**config.mk**
```make
export PLATFORM = sky130hd
export DESIGN_NAME = eeprom_cmd_seq
export DESIGN_NICKNAME = d
export VERILOG_FILES = /design/src/rtl/eeprom_cmd_seq.sv
export SDC_FILE = /design/constraint.sdc
export NUM_CORES = 1
export LEC_CHECK = 0
export CORE_MARGIN = 3
export CORE_UTILIZATION = 45
export DETAILED_ROUTE_END_ITERATION = 8
export GPL_TIMING_DRIVEN = 0
export PLACE_DENSITY = 0.85
export SYNTH_ARGS = -nofsm -noshare
export SYNTH_HDL_FRONTEND = slang
export SYNTH_SLANG_ARGS = --single-unit
```
**constraint.sdc**
```tcl
create_clock -name clk -period 4.2 [get_ports clk]
set_input_delay 0.84 -clock clk [delete_from_list [all_inputs] [get_ports clk]]
set_output_delay 0.84 -clock clk [all_outputs]
set_load 0.01 [all_outputs]
```
**src/rtl/eeprom_cmd_seq.sv**
```systemverilog
`timescale 1ns/1ps
// Host-side command sequencer for eeprom_ctrl: builds the I2C control byte, runs the
// req/ack/busy handshake, reports read data or ack timeout, then waits out tWR after writes.
module eeprom_cmd_seq #(
    parameter logic [2:0] DEV_ADDR       = 3'b011,
    parameter int         REQ_CYCLES     = 3,
    parameter int         TWR_CYCLES     = 250000,
    parameter int         TIMEOUT_CYCLES = 1000000
) (
    input  logic        clk,
    input  logic        rst,
    input  logic        cmd_valid,
    output logic        cmd_ready,
    input  logic        cmd_rd,
    input  logic [31:0] cmd_wdata,
    output logic        rsp_valid,
    output logic [31:0] rsp_rdata,
    output logic        rsp_err,
    output logic [7:0]  ctrl_byte,
    output logic [31:0] data_in,
    output logic        req,
    input  logic        ack,
    input  logic [31:0] data_out,
    input  logic        busy
);

    typedef enum logic [2:0] {
        IDLE,
        WAIT_FREE,
        ISSUE,
        WAIT_ACK,
        RESP,
        WR_RECOVER
    } state_t;

    localparam logic [31:0] REQ_LOAD = 32'(REQ_CYCLES - 1);
    localparam logic [31:0] TMO_LOAD = 32'(TIMEOUT_CYCLES - 1);
    localparam logic [31:0] TWR_LOAD = 32'(TWR_CYCLES - 1);

    state_t      state, state_nxt;
    logic [31:0] cnt, cnt_nxt;
    logic        is_rd, is_rd_nxt;
    logic [7:0]  ctrl_byte_nxt;
    logic [31:0] data_in_nxt;
    logic [31:0] rsp_rdata_nxt;
    logic        rsp_err_nxt;

    // Handshake outputs are registered from the next state so they line up with the state.
    always_ff @(posedge clk or posedge rst) begin
        if (rst) begin
            state     <= IDLE;
            cnt       <= '0;
            is_rd     <= 1'b0;
            cmd_ready <= 1'b0;
            req       <= 1'b0;
            rsp_valid <= 1'b0;
            rsp_err   <= 1'b0;
            rsp_rdata <= '0;
            data_in   <= '0;
            ctrl_byte <= {4'b1010, DEV_ADDR, 1'b0};
        end else begin
            state     <= state_nxt;
            cnt       <= cnt_nxt;
            is_rd     <= is_rd_nxt;
            cmd_ready <= (state_nxt == IDLE);
            req       <= (state_nxt == ISSUE);
            rsp_valid <= (state_nxt == RESP);
            rsp_err   <= rsp_err_nxt;
            rsp_rdata <= rsp_rdata_nxt;
            data_in   <= data_in_nxt;
            ctrl_byte <= ctrl_byte_nxt;
        end
    end

    always_comb begin
        state_nxt     = state;
        cnt_nxt       = cnt;
        is_rd_nxt     = is_rd;
        ctrl_byte_nxt = ctrl_byte;
        data_in_nxt   = data_in;
        rsp_rdata_nxt = rsp_rdata;
        rsp_err_nxt   = rsp_err;
        unique case (state)
            IDLE: begin
                if (cmd_valid && cmd_ready) begin
                    ctrl_byte_nxt = {4'b1010, DEV_ADDR, cmd_rd};
                    if (!cmd_rd) begin
                        data_in_nxt = cmd_wdata;
                    end
                    is_rd_nxt = cmd_rd;
                    state_nxt = WAIT_FREE;
                end
            end
            WAIT_FREE: begin
                if (!busy) begin
                    cnt_nxt   = REQ_LOAD;
                    state_nxt = ISSUE;
                end
            end
            ISSUE: begin
                if (cnt == '0) begin
                    cnt_nxt   = TMO_LOAD;
                    state_nxt = WAIT_ACK;
                end else begin
                    cnt_nxt = cnt - 32'd1;
                end
            end
            // A late ack on the very last timeout cycle still counts as success.
            WAIT_ACK: begin
                if (ack) begin
                    if (is_rd) begin
                        rsp_rdata_nxt = data_out;
                    end
                    rsp_err_nxt = 1'b0;
                    state_nxt   = RESP;
                end else if (cnt == '0) begin
                    rsp_err_nxt   = 1'b1;
                    rsp_rdata_nxt = '0;
                    state_nxt     = RESP;
                end else begin
                    cnt_nxt = cnt - 32'd1;
                end
            end
            // Recovery runs even after a failed write: the device may still be programming.
            RESP: begin
                if (is_rd) begin
                    state_nxt = IDLE;
                end else begin
                    cnt_nxt   = TWR_LOAD;
                    state_nxt = WR_RECOVER;
                end
            end
            WR_RECOVER: begin
                if (cnt == '0) begin
                    state_nxt = IDLE;
                end else begin
                    cnt_nxt = cnt - 32'd1;
                end
            end
            default: begin
                state_nxt = IDLE;
            end
        endcase
    end

endmodule

```
==> impl_metrics.toml <==
[outcome]
outcome = "finished clean"

[clock_tree]
hold_buffers = 0
cts_setup_buffers = 0
numCtsBuffers = 9
clk_pin_slew_worst_paths_ps = 100
cts.sinks = 104
cts_max_path_buffers = 2
cts_resized = 0
htreeDepth = 3
root_buffer = "clkbuf_8"
tritoncts = "done"
clk_latency_ps = 370

[timing]
tightest_slew_ps = 1220
fin_crit_sh_pct = 85.7
slew_headroom_pct = 18.3
finalHoldViolCount = 0
fmax_ghz = 0.278
grt_setup_unrepaired = "false"
fin_ws_ps = 599
period_needed_ps = 3600
fin_worst_skew_ps = 14.7
finalSetupViolations = 0
finalMaxSlewViolations = 0

[hold_path]
min_path_type = "reg2reg"

[setup_path]
r2r_slack_ps = 820
reg2regPathDepth = 9
required_ps = 4430
crit_top_cell = "clkbuf_1"
cpPeakStageDelay_ps = 1000
cp_max_fo = 10
path_cells = "clkdlybuf4s50_1, nor2b_1, a211oi_1, nor2_1, clkbuf_1, clkbuf_1, nor4_1, a32oi_1"
cp.depth = 8
criticalPathCategory = "in2reg"
endpoint_kind = "flip-flop"
r2r-end = "cnt[8]"
critPathArrivalTime_ps = 3830
path_buf_inv = 3
cp-start-kind = "primary input"
cpMaxStageDelayCell = "a211oi_1"
cp-endpoint = "cnt[1]"
r2r_start = "cnt[0]"
critPathTopFamily = "compound AO/OA/AOI/OAI gates"
crit_start = "busy"

[drt]
first_pass_iters = 5
vias = 4487
drcViolationCount = 0
wl_per_cell_um = 19.8
drt-initial-drc-count = 475
vias_per_cell = 6.04
totalWireLength_um = 14700
ant_nets = 0

[logic_synthesis]
synthDistinctLibCells = 61
syn_area_um2 = 4990
synth.avg_cell_area_um2 = 11.2
async_flop_share_pct = 100
synth-edff-count = 0
synthCells = 446
synth-main-ff-cell = "dfrtp_1"
ys_seq_elements = 104
seq_area_frac_synth_pct = 52.2
yosys_warnings = 0

[power_and_ir_drop]
ir_drop_mv = 0.146
power.share.clock_pct = 34.8
power.total_mw = 1.73
cellPowerDensity_nw_per_um2 = 255
p_seq_share_pct = 58.4
p_sw_uw = 422
p_int_mw = 1.31
combPwrFrac_pct = 6.8
switching_share_pct = 24.4
leakage_nw = 2.96

[layout]
nets = 672
layout_commonest_cell = "clkdlybuf4s50_1"
multiInputGateArea_um2 = 2190
syn2layout_area_growth_pct = 35.9
seq_area_um2 = 2600
nFillCells = 797
drive_above_1_share_pct = 12.9
final_cell_mix = "clkdlybuf4s50_1, dfrtp_1, a22o_1"

[global_route]
grt_start_max_net_pins = 64
grt_pass1_wl_um = 24100
grt_usage_pct = 23.8
grt_pass1_vias = 4465
grt_antenna_before_repair = 1
overflow = 0

[placed_design]
place_congestion = 0.935
io_buffer_count = 138
dpl.hpwl_um = 10800
pre_cts_slack_ps = 309

[die]
core_area_um2 = 10600
rows = 37
ios = 146
die_h_um = 111
dieWidth_um = 111
initial_utilization_pct = 47.2
dieArea_um2 = 12400

[job]
max-cap-violations = 0
==> area by class of cell <==
class                           count  share of cell area, %
Timing Repair Buffer              139                   20.8
Clock inverter                      6                  0.850
Multi-Input combinational cell    301                   32.3
Antenna cell                        1                 0.0369
Inverter                            9                  0.536
Tap cell                          136                   2.51
Sequential cell                   104                   38.4
Buffer                             37                   2.62
Clock buffer                       10                   1.88
==> power by group through the flow <==
stage                     clock network (mW)  logic (mW)  registers, mW
after global routing                   0.661       0.128           1.01
final                                  0.601       0.118           1.01
after global placement                     0       0.111           1.03
after floorplan                            0      0.0380           1.03
after detailed placement                   0       0.117           1.03
after CTS                              0.611       0.118           1.01
==> metal layers <==
metal / part of all wire, % / vias to the layer above / GRT usage [%]
met3: 6.7 / 20 / 4.97
met4: 1.1 / 0 / 6.97
li1: - / 2021 / -
met2: 50 / 228 / 40.3
met1: 42 / 2218 / 31.0
met5: 0 / - / 0
==> registers in the layout, summed over array words and instances (netlist names) <==
signal,cells
data_in,32
cnt,32
state,3
rsp_valid,1
is_rd,1
req,1
rsp_rdata,32
rsp_err,1
cmd_ready,1
==> Yosys cell counts (2+ instances only) <==
library cell	count	area share [%]
nor4_1	10	1.3
o21ai_1	2	0.20
nor2_1	24	1.8
nor2b_1	3	0.38
nand4b_1	3	0.53
buf_2	7	0.70
o21a_1	3	0.45
o211a_1	2	0.40
o41ai_1	4	0.70
a22o_1	39	6.9
o211ai_1	10	1.5
nand2_1	11	0.83
a21oi_1	25	2.5
a31oi_1	2	0.25
and4_1	3	0.53
o31ai_1	16	2.4
or3_1	5	0.63
nor3_1	19	1.9
buf_1	4	0.30
or4_1	18	2.7
mux2_2	33	7.5
or2_2	3	0.38
nand4_1	5	0.63
nand3_1	4	0.40
dfrtp_1	104	52
clkbuf_1	18	1.4
inv_1	9	0.68
a211oi_1	2	0.30
a211o_1	2	0.35
conb_1	2	0.15
buf_4	8	1.2
a21o_1	2	0.30
or3_4	2	0.45
o21ai_0	8	0.80
o2111ai_1	2	0.35
nand2b_1	4	0.50
a32o_1	4	0.80
==> how the worst min path moves through the flow <==
stage | slack, ps | end | startpoint | cells past startpoint
3_3_place_gp | 480 | rsp_rdata[14] | rsp_rdata[14] | 1
2_1_floorplan | 480 | cnt[7] | cnt[7] | 1
4_1_cts | 510 | data_in[26] | data_in[26] | 1
5_1_grt | 530 | rsp_rdata[10] | rsp_rdata[10] | 1
3_5_place_dp | 490 | rsp_rdata[0] | rsp_rdata[0] | 1
6_report | 510 | data_in[26] | data_in[26] | 1
==> through the flow <==
stage          hold slack (ps)  util (%)  area [um^2]  std cells  setup TNS [ps]
2_1_floorplan              480         -         5000        451               0
3_3_place_gp               484      62.1         6560        725          -80660
3_5_place_dp               488      62.4         6590        726               0
4_1_cts                    514      64.2         6770        742               0
5_1_grt                    532      64.2         6770        743               0
6_report                   512      64.2         6770        743               0
==> cells by family after synthesis <==
family | count (synthesis) | share of synthesized area (%)
adders and majority gates | 1 | 0.251
other | 2 | 0.151
muxes | 33 | 7.45
buffers and inverters | 46 | 4.24
DFF | 104 | 52.2
AOI/OAI and AO/OA | 136 | 20.7
and+or+nand+nor | 124 | 15.0
(Power assumes the default switching activity.)
